$ cat src/rtl/i2c_target_pkg.sv
// i2c_target_pkg
// Shared definitions for the I2C target block: protocol FSM states, CPU
// register offsets within the block window, and STATUS/CTRL bit positions.
package i2c_target_pkg;

    typedef enum logic [3:0] {
        ST_IDLE,
        ST_ADDR,
        ST_ADDR_ACK,
        ST_PTR,
        ST_PTR_ACK,
        ST_WR_DATA,
        ST_WR_ACK,
        ST_RD_DATA,
        ST_RD_ACK
    } state_e;

    // Byte offsets inside the block's 256-byte CPU window
    localparam logic [7:0] REG_BANK_OFS = 8'h00;
    localparam logic [7:0] STATUS_OFS   = 8'h40;
    localparam logic [7:0] CTRL_OFS     = 8'h44;

    // STATUS bits
    localparam int STAT_BUSY_BIT    = 0;
    localparam int STAT_WR_DONE_BIT = 1;
    localparam int STAT_RD_DONE_BIT = 2;
    localparam int STAT_PTR_LSB     = 4;

    // CTRL bits
    localparam int CTRL_WR_IE_BIT = 0;
    localparam int CTRL_RD_IE_BIT = 1;

endpackage

$ cat src/rtl/i2c_line_sync.sv
// i2c_line_sync
// Brings the asynchronous SCL/SDA pad inputs into the clk domain and derives
// the single-cycle bus events used by the protocol FSM.
// Ports:
//   clk, rst_n        system clock, asynchronous active-low reset
//   scl_in, sda_in    raw pad inputs
//   sda               synchronized SDA level (data sample source)
//   scl_rise/scl_fall one-cycle strobes on SCL edges
//   start_p/stop_p    one-cycle strobes on START / STOP conditions
module i2c_line_sync #(
    parameter int SYNC_STAGES = 2
) (
    input  logic clk,
    input  logic rst_n,
    input  logic scl_in,
    input  logic sda_in,
    output logic sda,
    output logic scl_rise,
    output logic scl_fall,
    output logic start_p,
    output logic stop_p
);

    logic [SYNC_STAGES-1:0] scl_sync_q, scl_sync_d;
    logic [SYNC_STAGES-1:0] sda_sync_q, sda_sync_d;
    logic                   scl_dly_q, scl_dly_d;
    logic                   sda_dly_q, sda_dly_d;
    logic                   scl;

    genvar gi;
    generate
        for (gi = 0; gi < SYNC_STAGES; gi++) begin : g_sync
            if (gi == 0) begin : g_first
                assign scl_sync_d[gi] = scl_in;
                assign sda_sync_d[gi] = sda_in;
            end else begin : g_rest
                assign scl_sync_d[gi] = scl_sync_q[gi-1];
                assign sda_sync_d[gi] = sda_sync_q[gi-1];
            end
        end
    endgenerate

    assign scl = scl_sync_q[SYNC_STAGES-1];
    assign sda = sda_sync_q[SYNC_STAGES-1];

    always_comb begin
        scl_dly_d = scl;
        sda_dly_d = sda;
    end

    // Reset to the idle-bus level so leaving reset never fakes an edge
    always_ff @(posedge clk or negedge rst_n) begin
        if (!rst_n) begin
            scl_sync_q <= '1;
            sda_sync_q <= '1;
            scl_dly_q  <= 1'b1;
            sda_dly_q  <= 1'b1;
        end else begin
            scl_sync_q <= scl_sync_d;
            sda_sync_q <= sda_sync_d;
            scl_dly_q  <= scl_dly_d;
            sda_dly_q  <= sda_dly_d;
        end
    end

    assign scl_rise = scl & ~scl_dly_q;
    assign scl_fall = ~scl & scl_dly_q;
    // SCL must be high in both samples so an SDA change near an SCL edge is not a START/STOP
    assign start_p  = scl & scl_dly_q & ~sda & sda_dly_q;
    assign stop_p   = scl & scl_dly_q & sda & ~sda_dly_q;

endmodule

$ cat src/rtl/i2c_target.sv
// i2c_target
// I2C target exposing a byte register bank to an external controller and to
// the CPU. First written byte after the address sets the register pointer,
// further bytes write reg[ptr++]; reads return reg[ptr++].
// Ports:
//   clk, rst_n                 system clock, asynchronous active-low reset
//   mem_addr/wdata/we/re       CPU bus; mem_rdata is 0 when not selected
//   i2c_sda_in/out/oe          open-drain SDA (out fixed 0, oe=1 pulls low)
//   i2c_scl_in                 SCL input (no clock stretching)
//   irq                        (wr_done & wr_ie) | (rd_done & rd_ie)
module i2c_target
    import i2c_target_pkg::*;
#(
    parameter logic [31:0] I2C_TGT_BASE_ADDR = 32'h40005000,
    parameter logic [6:0]  DEV_ADDR          = 7'h42,
    parameter int          REG_NUM           = 8,
    parameter int          SYNC_STAGES       = 2
) (
    input  logic        clk,
    input  logic        rst_n,
    input  logic [31:0] mem_addr,
    input  logic [31:0] mem_wdata,
    input  logic        mem_we,
    input  logic        mem_re,
    output logic [31:0] mem_rdata,
    input  logic        i2c_sda_in,
    output logic        i2c_sda_out,
    output logic        i2c_sda_oe,
    input  logic        i2c_scl_in,
    output logic        irq
);

    localparam int         IDX_W     = $clog2(REG_NUM);
    localparam logic [5:0] REG_NUM_W = 6'(REG_NUM);

    logic sda, scl_rise, scl_fall, start_p, stop_p;

    i2c_line_sync #(.SYNC_STAGES(SYNC_STAGES)) u_sync (
        .clk      (clk),
        .rst_n    (rst_n),
        .scl_in   (i2c_scl_in),
        .sda_in   (i2c_sda_in),
        .sda      (sda),
        .scl_rise (scl_rise),
        .scl_fall (scl_fall),
        .start_p  (start_p),
        .stop_p   (stop_p)
    );

    state_e           state_q, state_d;
    logic [3:0]       bit_cnt_q, bit_cnt_d;
    logic [7:0]       shift_q, shift_d;
    logic [IDX_W-1:0] ptr_q, ptr_d;
    logic [7:0]       regs_q [REG_NUM];
    logic [7:0]       regs_d [REG_NUM];
    logic             sda_oe_q, sda_oe_d;
    logic             wr_act_q, wr_act_d;   // current transfer addressed for write
    logic             rd_act_q, rd_act_d;   // current transfer addressed for read
    logic             wr_done_q, wr_done_d;
    logic             rd_done_q, rd_done_d;
    logic             wr_ie_q, wr_ie_d;
    logic             rd_ie_q, rd_ie_d;

    // ---------------- CPU decode ----------------
    logic [7:0]       ofs;
    logic [5:0]       reg_word;
    logic [IDX_W-1:0] reg_idx;
    logic             blk_hit, reg_hit, status_hit, ctrl_hit;
    logic [31:0]      status_word;
    logic             unused_wdata;

    assign ofs        = mem_addr[7:0];
    assign blk_hit    = (mem_addr[31:8] == I2C_TGT_BASE_ADDR[31:8]) && (ofs[1:0] == 2'b00);
    // Addresses below the bank wrap to large word numbers and miss
    assign reg_word   = ofs[7:2] - REG_BANK_OFS[7:2];
    assign reg_idx    = reg_word[IDX_W-1:0];
    assign reg_hit    = blk_hit && (reg_word < REG_NUM_W);
    assign status_hit = blk_hit && (ofs == STATUS_OFS);
    assign ctrl_hit   = blk_hit && (ofs == CTRL_OFS);
    assign unused_wdata = ^mem_wdata[31:8];

    always_comb begin
        status_word                              = '0;
        status_word[STAT_BUSY_BIT]               = (state_q != ST_IDLE);
        status_word[STAT_WR_DONE_BIT]            = wr_done_q;
        status_word[STAT_RD_DONE_BIT]            = rd_done_q;
        status_word[STAT_PTR_LSB +: IDX_W]       = ptr_q;
    end

    always_comb begin
        mem_rdata = '0;
        if (mem_re) begin
            if (reg_hit) begin
                mem_rdata[7:0] = regs_q[reg_idx];
            end else if (status_hit) begin
                mem_rdata = status_word;
            end else if (ctrl_hit) begin
                mem_rdata[CTRL_WR_IE_BIT] = wr_ie_q;
                mem_rdata[CTRL_RD_IE_BIT] = rd_ie_q;
            end
        end
    end

    // ---------------- next state ----------------
    logic [7:0] rx_byte;
    assign rx_byte = {shift_q[6:0], sda};

    always_comb begin
        state_d   = state_q;
        bit_cnt_d = bit_cnt_q;
        shift_d   = shift_q;
        ptr_d     = ptr_q;
        regs_d    = regs_q;
        sda_oe_d  = sda_oe_q;
        wr_act_d  = wr_act_q;
        rd_act_d  = rd_act_q;
        wr_done_d = wr_done_q;
        rd_done_d = rd_done_q;
        wr_ie_d   = wr_ie_q;
        rd_ie_d   = rd_ie_q;

        // CPU side first: bus-side updates below override on collision
        if (mem_we && reg_hit) begin
            regs_d[reg_idx] = mem_wdata[7:0];
        end
        if (mem_we && ctrl_hit) begin
            wr_ie_d = mem_wdata[CTRL_WR_IE_BIT];
            rd_ie_d = mem_wdata[CTRL_RD_IE_BIT];
        end
        if (mem_we && status_hit) begin
            if (mem_wdata[STAT_WR_DONE_BIT]) wr_done_d = 1'b0;
            if (mem_wdata[STAT_RD_DONE_BIT]) rd_done_d = 1'b0;
        end

        if (start_p) begin
            state_d   = ST_ADDR;
            bit_cnt_d = '0;
            sda_oe_d  = 1'b0;
            wr_act_d  = 1'b0;
            rd_act_d  = 1'b0;
        end else if (stop_p) begin
            state_d  = ST_IDLE;
            sda_oe_d = 1'b0;
            if (wr_act_q) wr_done_d = 1'b1;
            if (rd_act_q) rd_done_d = 1'b1;
            wr_act_d = 1'b0;
            rd_act_d = 1'b0;
        end else begin
            case (state_q)
                ST_ADDR, ST_PTR, ST_WR_DATA: begin
                    if (scl_rise) begin
                        shift_d   = rx_byte;
                        bit_cnt_d = bit_cnt_q + 4'd1;
                        if (bit_cnt_q == 4'd7) begin
                            bit_cnt_d = '0;
                            if (state_q == ST_ADDR) begin
                                if (rx_byte[7:1] == DEV_ADDR) begin
                                    state_d = ST_ADDR_ACK;
                                    if (rx_byte[0]) rd_act_d = 1'b1;
                                    else            wr_act_d = 1'b1;
                                end else begin
                                    state_d = ST_IDLE;
                                end
                            end else if (state_q == ST_PTR) begin
                                ptr_d   = rx_byte[IDX_W-1:0];
                                state_d = ST_PTR_ACK;
                            end else begin
                                regs_d[ptr_q] = rx_byte;
                                ptr_d         = ptr_q + IDX_W'(1);
                                state_d       = ST_WR_ACK;
                            end
                        end
                    end
                end

                // First SCL fall after bit 8 starts the ACK pulse, the next one ends it
                ST_ADDR_ACK, ST_PTR_ACK, ST_WR_ACK: begin
                    if (scl_fall) begin
                        if (!sda_oe_q) begin
                            sda_oe_d = 1'b1;
                        end else begin
                            sda_oe_d = 1'b0;
                            if (state_q == ST_ADDR_ACK && rd_act_q) begin
                                // Copy out so CPU writes cannot disturb the byte in flight
                                shift_d   = regs_q[ptr_q];
                                sda_oe_d  = ~regs_q[ptr_q][7];
                                bit_cnt_d = '0;
                                state_d   = ST_RD_DATA;
                            end else if (state_q == ST_ADDR_ACK) begin
                                state_d = ST_PTR;
                            end else begin
                                state_d = ST_WR_DATA;
                            end
                        end
                    end
                end

                // bit_cnt counts SCL rises seen by the controller for this byte
                ST_RD_DATA: begin
                    if (scl_rise) begin
                        bit_cnt_d = bit_cnt_q + 4'd1;
                    end
                    if (scl_fall) begin
                        if (bit_cnt_q == 4'd8) begin
                            sda_oe_d = 1'b0;
                            ptr_d    = ptr_q + IDX_W'(1);
                            state_d  = ST_RD_ACK;
                        end else begin
                            shift_d  = {shift_q[6:0], 1'b0};
                            sda_oe_d = ~shift_q[6];
                        end
                    end
                end

                ST_RD_ACK: begin
                    if (scl_rise && sda) begin
                        state_d  = ST_IDLE;
                        sda_oe_d = 1'b0;
                    end else if (scl_fall) begin
                        shift_d   = regs_q[ptr_q];
                        sda_oe_d  = ~regs_q[ptr_q][7];
                        bit_cnt_d = '0;
                        state_d   = ST_RD_DATA;
                    end
                end

                ST_IDLE: begin
                end

                default: begin
                    state_d  = ST_IDLE;
                    sda_oe_d = 1'b0;
                end
            endcase
        end
    end

    // ---------------- registers ----------------
    always_ff @(posedge clk or negedge rst_n) begin
        if (!rst_n) begin
            state_q   <= ST_IDLE;
            bit_cnt_q <= '0;
            shift_q   <= '0;
            ptr_q     <= '0;
            sda_oe_q  <= 1'b0;
            wr_act_q  <= 1'b0;
            rd_act_q  <= 1'b0;
            wr_done_q <= 1'b0;
            rd_done_q <= 1'b0;
            wr_ie_q   <= 1'b0;
            rd_ie_q   <= 1'b0;
        end else begin
            state_q   <= state_d;
            bit_cnt_q <= bit_cnt_d;
            shift_q   <= shift_d;
            ptr_q     <= ptr_d;
            sda_oe_q  <= sda_oe_d;
            wr_act_q  <= wr_act_d;
            rd_act_q  <= rd_act_d;
            wr_done_q <= wr_done_d;
            rd_done_q <= rd_done_d;
            wr_ie_q   <= wr_ie_d;
            rd_ie_q   <= rd_ie_d;
        end
    end

    genvar gi;
    generate
        for (gi = 0; gi < REG_NUM; gi++) begin : g_regs
            always_ff @(posedge clk or negedge rst_n) begin
                if (!rst_n) regs_q[gi] <= '0;
                else        regs_q[gi] <= regs_d[gi];
            end
        end
    endgenerate

    assign i2c_sda_out = 1'b0;
    assign i2c_sda_oe  = sda_oe_q;
    assign irq         = (wr_done_q & wr_ie_q) | (rd_done_q & rd_ie_q);

endmodule

$ cat config.mk
export PLATFORM = sky130hd
export DESIGN_NAME = i2c_target
export DESIGN_NICKNAME = d
export VERILOG_FILES = /design/src/rtl/i2c_target_pkg.sv /design/src/rtl/i2c_line_sync.sv /design/src/rtl/i2c_target.sv
export SDC_FILE = /design/constraint.sdc
export NUM_CORES = 1
export LEC_CHECK = 0
export BUFFER_PORTS_ARGS = -buffer_cell sky130_fd_sc_hd__buf_2
export CAP_MARGIN = 30
export CELL_PAD_IN_SITES_DETAIL_PLACEMENT = 1
export CELL_PAD_IN_SITES_GLOBAL_PLACEMENT = 2
export CORE_ASPECT_RATIO = 0.5
export CORE_MARGIN = 3
export CORE_UTILIZATION = 40
export CTS_CLUSTER_SIZE = 8
export DETAILED_ROUTE_END_ITERATION = 8
export GPL_ROUTABILITY_DRIVEN = 0
export GPL_TIMING_DRIVEN = 0
export PLACE_DENSITY_LB_ADDON = 0.1
export REMOVE_ABC_BUFFERS = 1
export SLEW_MARGIN = 20
export SYNTH_ARGS = -nofsm -noshare
export SYNTH_HDL_FRONTEND = slang
export SYNTH_SLANG_ARGS = --single-unit
$ cat constraint.sdc
create_clock -name clk -period 8.9 [get_ports clk]
set_input_delay 2.67 -clock clk [delete_from_list [all_inputs] [get_ports clk]]
set_output_delay 2.67 -clock clk [all_outputs]
set_load 0.05 [all_outputs]
### Word-level counts from Yosys, hierarchy flattened

Cells that the tools add are included.

* output and inout bits: 35
* word-level logic and storage cells: 231
* bits of input ports: 70
* flip-flop bits (word level): 95

* magnitude comparators: 5
* reduce and logical (&&, ||, !) cells: 33
* multiplexer cells: 105
* eq/ne operators: 43
* $add $sub $neg: 2
* bitwise operators: 20

Operators by type and width (count)
* $mux 64: 8
* $bwmux 64: 2
* $mux 4: 21
* $mux 7: 8
* $mux 8: 7
* $bmux 8 s3: 2
* $demux 8 s3: 2
* $mux 1: 35
* $mux 32: 1
* $pmux 7 s4: 1
* $ne 3x3->1 const B: 9
* $eq 24x23->1 const B: 1
* $mux 24: 1
* $mux 3: 8
* $ne 2x2->1 const B: 12
* $ne 4x4->1 const B: 6
* $eq 4x3->1 const B: 5
* $pmux 4 s5: 1
* $reduce_bool 3->1: 6
* $eq 8x7->1 const B: 2
* $pmux 4 s4: 1
* $reduce_and 8->1: 2
* $reduce_and 6->1: 2
* $logic_and 1x1->1: 11
* other kinds (29): 54

### Longest topological paths before layout

Gate-level depths: netlist (run 1).

* depth in word-level cells: 15
* depth in mapped cells: 9
* mapped depth without buffers: 7

### Modules after synthesis

Synthesis (run 1) repeated with hierarchy kept, for this count alone.

* cells, all modules: 711
* area total of the unflattened synthesis: 6900.4 um2

Modules (own cells, without submodules)
* i2c_target: instances 1, seq. area each 2227.1 um2, area each 6710.2 um2, cells each 701
* i2c_line_sync: instances 1, seq. area each 157.7 um2, area each 190.2 um2, cells each 10

### Least setup slack after synthesis (run 1)

OpenSTA, ideal clock, no wires.

* path type: input -> output
* from: input mem_addr[4]
* to: output mem_rdata[2]
* data required time: 6230 ps
* arrival: 4753 ps
* buffers on the path: 1
* cell stages on the path: 5
* slack: 1477 ps
* cell sequence: clkbuf_1 > or4b_2 > nor4_2 > a22oi_1 > nor2b_1

* cells in the longest elaborated chain, start to end: 6
* elaborated cells between the ends (all ways): 11
* those cells by class: order compare (1); eq/ne (1); mux (6); bitwise (1); reduce/logical (2)

RTL lines
* start, declared: line i2c_target.sv:21 `input logic [31:0] mem_addr,`
* $not 3->4 (implied by the code): line i2c_target.sv:94 `mem_rdata[7:0] = regs_q[reg_idx];`
* $bmux 8 s3: line i2c_target.sv:94
* $mux 8 (implied by the code) (2 in series): line i2c_target.sv:94
* $mux 8 *: line i2c_target.sv:93 `if (reg_hit) begin`
* $mux 32 *: line i2c_target.sv:92 `if (mem_re) begin`
* end, declared: line i2c_target.sv:25 `output logic [31:0] mem_rdata,`

Every way passes the cells marked *; elsewhere a longest branch is shown, timed or not. The select of a mux whose other input is x is not followed.

### Final worst setup path (run 1)

* from: input mem_addr[4]
* to: output mem_rdata[4]

Same word-level chain as after synthesis.

==> flow_summary.ini, run 1 <==
[setup_path]
required_ns = 6.23
crit_type = in -> out
critPathLaunchType = primary input
r2r_cells = 5
worstPathMaxFanout = 19
worstPathArrival_ns = 5.01
critPathCaptureType = primary output

[cells_and_area]
final_common_cell = dfrtp_1
layout.nets = 733
num_antenna_cells = 0
drive_gt1_frac = 0.253
stdcell_area_um2 = 7230
mostFrequentLayoutCells = 87 x dfrtp_1, 62 x mux2i_1, 57 x buf_2, 53 x nand2_1, 52 x o22ai_1
area_delta_synth_final_pct = 10.6

[floorplan]
die_w_um = 187
die-area_um2 = 18000
start_util = 0.416
die_h_um = 96.4
core_area_um2 = 15700
ios = 105
floorplan.rows = 32

[sta]
setup_viol = 0
tightest_slew_ns = 0.984
fin_crit_ns = 7.68
fin_skew_ns = 0.0133
slew_headroom = 0.344
finalSetupTns_ns = 0
maxSlewViolCount = 0
max_freq_ghz = 0.130
whs_ns = 0.357
rsz0062_at_grt = false
min_period_over_period = 0.863
hold_viol_final = 0

[cts]
post_cts.repair.setup_buffers = 0
cts_buffers = 9
hold_buffers = 0
cts_root_buf = clkbuf_16
clkTransAtPathRegs_ns = 0.06
cts_resized = 0
cts.sinks = 95
htreeDepth = 3
worstSkewPairLatency_ns = 0.36
cts_tree = yes
clock_path_buffers = 2

[global_routing]
grt_antenna_before_repair = 1
grt_pass1_wl_um = 34900
grt_start_max_net_pins = 74
grt_pass1_vias = 5707
grt.overflow.total = 0
track_usage = 0.260

[detailed_routing]
wl_per_cell_um = 25.8
dr.pass1.iters = 5
wirelength_um = 22800
drt_iter0_drc = 390
viasPerCell = 6.15
post-route-drc-count = 0
via_count = 5449
ant_nets = 0

[yosys]
synth_warnings = 0
synth_edf_count = 0
netlist_area_um2 = 6540
yosys_register_bits = 95
ys_types = 73
syn_inst = 632
postSynthAreaPerCell_um2 = 10.3
ys_seq_area_frac = 0.365
async_flop_share = 1.00
yosys_most_used_dff = dfrtp_1

[outcome]
status = completed

[placement]
dpl.hpwl_um = 15700
io_buffers = 55
placed_area_um2 = 6940

[power_and_ir_drop]
p_leak_nw = 2.80
ir_drop_mv = 0.0894
power_density_nw_per_um2 = 141

[job]
maxCapViolations = 0

[worst_hold_path]
hold_path_depth = 0
min_path_type = reg -> reg
[worst max-delay path, cell delays in order]
cell	delay, ns
buf_2	0.27
or4b_2	0.79
nor4_2	0.44
buf_2	0.28
a22oi_1	0.10
nor2b_1	0.15
buf_2	0.28
[final cells by class]
type                       instances  area [um^2]
clock buffer                      11          243
clock inverter                     5         33.8
fill                            1788         8470
tap                              221          277
sequential                        95         2390
multi-input combinational        475         3830
inverter                          11         41.3
timing repair buffer              68          415
[worst paths after layout]
| check | start | end | slack (ns) |
|---|---|---|---|
| worst max register to register | ptr_q[0] | regs_q[59] | 5.35 |
| min in group asynchronous | rst_n | regs_q[52] | 2.15 |
| worst max-delay path | mem_addr[4] | mem_rdata[4] | 1.22 |
| max in group asynchronous | rst_n | u_sync.sda_sync_q[1] | 6.03 |
| worst min register to register | u_sync.sda_sync_q[0] | u_sync.sda_sync_q[1] | 0.36 |
| worst min-delay path | u_sync.sda_sync_q[0] | u_sync.sda_sync_q[1] | 0.36 |
[Yosys cell counts, types with 7 or more instances]
master	number	share of area
nand3_1	12	0.0092
buf_2	19	0.015
nor2_1	34	0.020
o21ai_0	14	0.011
buf_4	26	0.030
nor2b_1	9	0.0086
inv_1	10	0.0057
mux2_2	19	0.033
a221o_1	17	0.026
clkbuf_1	24	0.014
o22ai_1	52	0.050
nand2b_1	7	0.0067
mux4_2	26	0.090
dfrtp_1	89	0.34
nor3_1	7	0.0054
a21oi_1	19	0.015
mux2i_1	62	0.095
and2_1	9	0.0086
nand2_1	53	0.030
[kinds of logic after synthesis]
group | count (synthesis) | synth area share
AO/OA/AOI/OAI | 142 | 0.153
adder cells (fa/ha/maj) | 3 | 0.00574
multiplexers | 107 | 0.217
other | 1 | 0.000574
AND/OR/NAND/NOR | 197 | 0.187
flip-flops | 95 | 0.365
buffers and inverters | 86 | 0.0703
XOR/XNOR | 1 | 0.00134
[metrics by stage]
stage	power (mW)	util	instances	worst slack [ns]
6_report	1.02	0.461	886	1.22
5_1_grt	1.06	0.461	886	1.15
3_3_place_gp	0.643	0.431	857	1.11
3_5_place_dp	0.648	0.442	868	1.11
4_1_cts	1.03	0.460	884	1.09
2_1_floorplan	0.578	-	581	1.61
[routing by layer]
metal,share of wire,vias to the layer above,wire (um),track usage
met1,0.46,2849,10400,0.344
li1,-,2433,-,-
met2,0.47,139,10700,0.431
met5,0,-,0,0
met4,0.013,0,307,0.0622
met3,0.061,28,1390,0.0714
[sequential cells by signal, summed over array words and instances (netlist names)]
register,flops
regs_q,64
u_sync.scl_dly_q,1
ptr_q,3
u_sync.scl_sync_q,2
rd_done_q,1
i2c_sda_oe,1
u_sync.sda_dly_q,1
u_sync.sda_sync_q,2
rd_ie_q,1
shift_q,7
bit_cnt_q,4
wr_done_q,1
state_q,4
wr_act_q,1
wr_ie_q,1
rd_act_q,1
[power breakdown]
group | total (mW) | leakage, nW | switching (mW) | internal (mW)
Clock | 0.382 | 0.132 | 0.184 | 0.197
Sequential | 0.503 | 0.955 | 0.0524 | 0.450
Combinational | 0.137 | 1.72 | 0.0883 | 0.0491
No activity file was read; power rests on OpenSTA's default activity.
==> run 2, diff against run 1 <==
--- a/config.mk
+++ b/config.mk
@@ -6,5 +6,4 @@
 export NUM_CORES = 1
 export LEC_CHECK = 0
-export BUFFER_PORTS_ARGS = -buffer_cell sky130_fd_sc_hd__buf_2
 export CAP_MARGIN = 30
 export CELL_PAD_IN_SITES_DETAIL_PLACEMENT = 1
@@ -12,7 +11,8 @@
 export CORE_ASPECT_RATIO = 0.5
 export CORE_MARGIN = 3
-export CORE_UTILIZATION = 40
+export CORE_UTILIZATION = 44
 export CTS_CLUSTER_SIZE = 8
 export DETAILED_ROUTE_END_ITERATION = 8
+export DONT_BUFFER_PORTS = 1
 export GPL_ROUTABILITY_DRIVEN = 0
 export GPL_TIMING_DRIVEN = 0
==> constraint.sdc (replaced) <==
create_clock -name clk -period 8.9 [get_ports clk]
set_input_delay 0.445 -clock clk [delete_from_list [all_inputs] [get_ports clk]]
set_output_delay 0.445 -clock clk [all_outputs]
set_load 0.05 [all_outputs]
==> run 2 against run 1 <==
Effect of this change:
- global-route usage rose by 1.8 points
- hold slack worse by 0.35 ns
- sequential cell count is the same
- critical path depth down 1
- clock power is 13% higher
- total power up 2.8%
- critical endpoint is now regs_q[63]
- highest routed layer unchanged
==> flow_summary.ini, run 2 (synthesis gave the netlist of run 1 again) <==
[power_and_ir_drop]
combinationalPowerShare = 0.112
internal_power_mw = 0.740
p_leak_nw = 2.59
pwr-share-clk = 0.410
power_mw = 1.05
p_sw_frac = 0.296
switchingPower_mw = 0.311
power_frac_seq = 0.478
ir_drop_mv = 0.0987
power_density_nw_per_um2 = 151

[floorplan]
die-area_um2 = 16400
floorplan.rows = 30
ios = 105
die_w_um = 178
start_util = 0.466
die_h_um = 92.2
core_area_um2 = 14000

[cells_and_area]
stdcell_area_um2 = 6950
largest_reg_flops = 64
final_common_cell = dfrtp_1
num_antenna_cells = 0
area_delta_synth_final_pct = 6.41
layout.nets = 678
mostFrequentLayoutCells = 87 x dfrtp_1, 62 x mux2i_1, 53 x nand2_1, 52 x o22ai_1, 34 x nor2_1
drive_gt1_frac = 0.187
reg.largest.list = regs_q x64, shift_q x7
regMostFlops = regs_q

[cts]
cts_buffers = 9
clkTransAtPathRegs_ns = 0.08
cts_resized = 0
clock_path_buffers = 2
worstSkewPairLatency_ns = 0.36
cts_tree = yes
cts_root_buf = clkbuf_16
htreeDepth = 3
cts.sinks = 95

[detailed_routing]
via_count = 5385
ant_nets = 0
drt_iter0_drc = 521
post-route-drc-count = 0
wirelength_um = 22400
dr.pass1.iters = 5
viasPerCell = 6.71
wl_per_cell_um = 27.9

[setup_path]
required_ns = 9.18
r2r_slack_ns = 5.35
r2r_end = regs_q[63]
crit_family = simple AND/OR/NAND/NOR gates
crit_chain = clkinv_1 -> nand2_1 -> nor4_2 -> buf_2 -> nand3b_1 -> o22ai_1
worstPathArrival_ns = 3.82
cp-startpoint = ptr_q[0]
cp.depth = 6
reg2reg_from = ptr_q[0]
critPathCaptureType = flop
critPathLaunchType = flop
worstPathMaxFanout = 20
worst_path_max_delay_cell = dfrtp_1
crit_type = reg -> reg
crit_buf_inv = 2
critPathMaxStageDelay_ns = 0.96
r2r_cells = 6

[sta]
min_period_over_period = 0.399
fin_skew_ns = 0.0108
rsz0062_at_grt = false
fin_crit_ns = 3.55
setup_viol = 0
hold_viol_final = 0
tightest_slew_ns = 0.979
slew_headroom = 0.346
finalSetupTns_ns = 0
max_freq_ghz = 0.282
maxSlewViolCount = 0

[job]
maxCapViolations = 0

[placement]
placed_area_um2 = 6610
dpl.hpwl_um = 14800
io_buffers = 0

[global_routing]
grt_pass1_wl_um = 33800
grt_start_max_net_pins = 96
track_usage = 0.278
grt_antenna_before_repair = 0
grt.overflow.total = 0
grt_pass1_vias = 5444

[outcome]
status = completed

[worst_hold_path]
min_path_type = in -> async
==> run 2: cell types whose count changed in the layout (fill, tap and decap cells not counted), sizes merged <==
cell,previous run,this run
clkbuf,11,9
clkinvlp,2,1
buf,68,13
inv,10,11
bufinv,0,2
==> run 2: worst reg2reg max path: cells and delay by family (launching register included) <==
| kind | cells | cell delay (ns) |
|---|---|---|
| simple gates | 3 | 1.18 |
| flops | 1 | 0.96 |
| compound gates | 1 | 0.31 |
| buf+inv | 2 | 1.02 |
==> run 2: worst max-delay path by stage <==
| stage | slack, ns | end |
|---|---|---|
| final | 5.35 | regs_q[63] |
| after global placement | 3.81 | regs_q[39] |
| after global routing | 5.26 | mem_rdata[6] |
| after detailed placement | 5.43 | regs_q[63] |
| after floorplan | 5.74 | regs_q[63] |
| after CTS | 5.39 | regs_q[63] |
==> run 2: final cells by class <==
class                      count  area (um^2)
clock buffer                   9          225
clock inverter                 7         95.1
fill                        1491         7080
inverter                      11         41.3
multi-input combinational    475         3830
sequential                    95         2390
tap                          192          240
timing repair buffer          13          134
==> run 2: stage by stage <==
step           std cells  utilization  worst slack, ns  hold slack (ns)
6_report             802        0.495             5.35          0.00851
5_1_grt              802        0.495             5.26           0.0301
4_1_cts              802        0.495             5.39           0.0434
3_5_place_dp         785        0.471             5.43            0.153
3_3_place_gp         773        0.459             3.81            0.153
2_1_floorplan        581            -             5.74            0.149
==> run 2: power by group through the flow <==
stage                     logic (mW)  registers (mW)  clock network, mW
after floorplan               0.0900           0.488                  0
after global placement         0.105           0.509                  0
after detailed placement       0.107           0.510                  0
after CTS                      0.119           0.502              0.438
after global routing           0.131           0.507              0.458
final                          0.118           0.502              0.430
==> run 2: repair_timing <==
item / CTS / global route
buffers inserted: 0 / 0
hold buffers: 1 / 0
endpoints found under the hold margin: 95 / 0
==> run 2: metal layers <==
layer,vias up,part of all wire,global-route usage
li1,2333,-,-
met1,2815,0.44,0.395
met2,198,0.46,0.425
met3,39,0.073,0.0662
met4,0,0.025,0.0758
met5,-,0,0
==> run 3, diff against run 2 <==
ABC_AREA = 1   (was not set)
CORE_UTILIZATION = 35   (was 44)
clock period = 3.5 ns   (was 8.9 ns; I/O delays follow)
==> run 3 against run 2 <==
Effect of this change:
- global-route usage grew 1.4 points
- utilization fell by 11 points
- clock-buffer cell count rose by 2
- sequential power rose to 2.9 times the previous value
- non-clock buffer count down 4
- critical path depth rose by 2
- combinational power grew to 7.2 times the previous value
- sequential cell count stayed put
- synthesized area up 10%
- largest power group unchanged
==> flow_summary.ini, run 3 <==
[power_and_ir_drop]
p_leak_nw = 3.68
ir_drop_mv = 0.263
power_mw = 3.43
power_density_nw_per_um2 = 445

[detailed_routing]
viasPerCell = 5.69
drt_iter0_drc = 748
via_count = 7852
wirelength_um = 32300
ant_nets = 0
met3_length_um = 3000
dr.max_layer_used = met4
m1WireLength_um = 15400
post-route-drc-count = 0
wl_per_cell_um = 23.4
met2_length_um = 13400
dr.pass1.iters = 5

[floorplan]
floorplan.rows = 36
ios = 105
start_util = 0.364
die_w_um = 209
die_h_um = 108
core_area_um2 = 19800
die-area_um2 = 22500

[cts]
cts_root_buf = clkbuf_16
clkTransAtPathRegs_ns = 0.07
cts_tree = yes
htreeDepth = 3
clock_path_buffers = 2
cts_resized = 0
cts_buffers = 9
worstSkewPairLatency_ns = 0.37
cts.sinks = 95

[setup_path]
worstPathArrival_ns = 3.29
critPathLaunchType = flop
crit_type = reg -> reg
worstPathMaxFanout = 22
required_ns = 3.81
critPathCaptureType = flop

[cells_and_area]
area_delta_synth_final_pct = 6.83
reg.largest.list = regs_q x64, shift_q x7
drive_gt1_frac = 0.0556
fin_cells = 1381
final_common_cell = nand2_1
layout.nets = 1183
mostFrequentLayoutCells = 373 x nand2_1, 128 x inv_1, 123 x nand3_1, 97 x nor2_1, 89 x dfrtp_1
regMostFlops = regs_q
largest_reg_flops = 64
num_antenna_cells = 0

[sta]
maxSlewViolCount = 0
finalSetupTns_ns = 0
setup_viol = 0
fin_crit_ns = 2.98
fin_skew_ns = 0.00771
hold_viol_final = 0
slew_headroom = 0.346
min_period_over_period = 0.851
rsz0062_at_grt = false
tightest_slew_ns = 0.981
max_freq_ghz = 0.336

[yosys]
yosys_most_used_dff = dfrtp_1
synth_top_cell_by_area = dfrtp_1
netlist_area_um2 = 7220
synth_edf_count = 0
synth_commonest_cells = 373 x nand2_1, 128 x inv_1, 123 x nand3_1
yosysTopAreaCellShare = 0.309
async_flop_share = 1.00
yosys-top-cells-area = dfrtp_1 31%, nand2_1 19%, nand3_1 8.5%, inv_1 6.7%, nand4_1 6.2%
syn_inst = 1129
postSynthAreaPerCell_um2 = 6.39
yosysMostFrequentCell = nand2_1
ys_seq_area_frac = 0.331
yosys_register_bits = 95
ys_types = 42
synth_warnings = 0

[global_routing]
grt_start_max_net_pins = 96
track_usage = 0.292
grt_antenna_before_repair = 1
grt_pass1_wl_um = 49000
grt_pass1_vias = 7834
grt.overflow.total = 0

[job]
maxCapViolations = 0

[worst_hold_path]
min_path_type = in -> reg

[placement]
dpl.hpwl_um = 22800
io_buffers = 0
dp.cells = 1361

[outcome]
status = completed
run 3: cell types whose count changed after synthesis, moves of 33 or more:
cell     before  now
nand4_1       3   72
inv_1        10  128
nand2_1      53  373
o21ai_0      14   50
nand3_1      12  123
nor2_1       34   99
mux2i_1      62    0
o22ai_1      52   19
run 3: where the power goes:
group | switching (mW) | total, mW | internal, mW
Clock | 0.490 | 1.14 | 0.647
Combinational | 0.646 | 0.844 | 0.198
Sequential | 0.283 | 1.45 | 1.17
run 3: worst max-delay path: stages, from the launching register on:
cell and delay [ns]:
dfrtp_1 0.98, clkinv_1 0.49, nand3_1 0.47, o22ai_1 0.22, nor3_1 0.40, nand3_1 0.12, nand2_1 0.11, nand2_1 0.06
nand2_1 0.05
run 3: worst paths after layout:
path / startpoint / end / slack (ns) / cells after the start
min reg2reg: u_sync.scl_sync_q[0] / u_sync.scl_sync_q[1] / 0.36 / 0
min in group asynchronous: rst_n / regs_q[57] / 0.41 / 2
max: ptr_q[0] / i2c_sda_oe / 0.52 / 8
max reg2reg: ptr_q[0] / i2c_sda_oe / 0.52 / 8
min: mem_we / regs_q[48] / 0.02 / 3
max in group asynchronous: rst_n / u_sync.sda_sync_q[1] / 2.66 / 2
run 3: kinds of logic (layout without fill, tap and decap cells):
group | after synthesis | count (layout) | share of synthesized area
AND/OR/NAND/NOR | 708 | 708 | 0.442
flip-flops | 95 | 95 | 0.331
buffers and inverters | 203 | 165 | 0.126
adder cells (fa/ha/maj) | 3 | 3 | 0.00520
AO/OA/AOI/OAI | 117 | 117 | 0.0933
XOR/XNOR | 2 | 2 | 0.00243
other | 1 | 25 | 0.000520
run 3: cell type report:
type | count | area (um^2)
clock buffer | 11 | 243
tap | 266 | 333
fill | 2636 | 12100
multi-input combinational | 855 | 4020
inverter | 140 | 526
sequential | 95 | 2380
timing repair buffer | 9 | 118
clock inverter | 5 | 81.3
run 3: timing repair:
item                                   in CTS  in global routing
hold buffers                                4                  0
endpoints found under the hold margin      97                  0
buffers inserted                            0                  0
run 3: layer usage:
layer	track usage	up-vias
li1	-	3613
met1	0.429	3904
met2	0.430	301
met3	0.0769	34
met4	0.0625	0
met5	0	-
run 3: stage by stage:
stage / hold slack [ns] / util / setup WS [ns] / area, um^2
after floorplan: -0.121 / - / 0.272 / 6920
after global routing: 0.0170 / 0.389 / 0.310 / 7710
after CTS: 0.00570 / 0.389 / 0.594 / 7710
after global placement: -0.118 / 0.366 / -0.969 / 7250
after detailed placement: -0.119 / 0.370 / 0.616 / 7330
final: 0.0226 / 0.389 / 0.522 / 7710
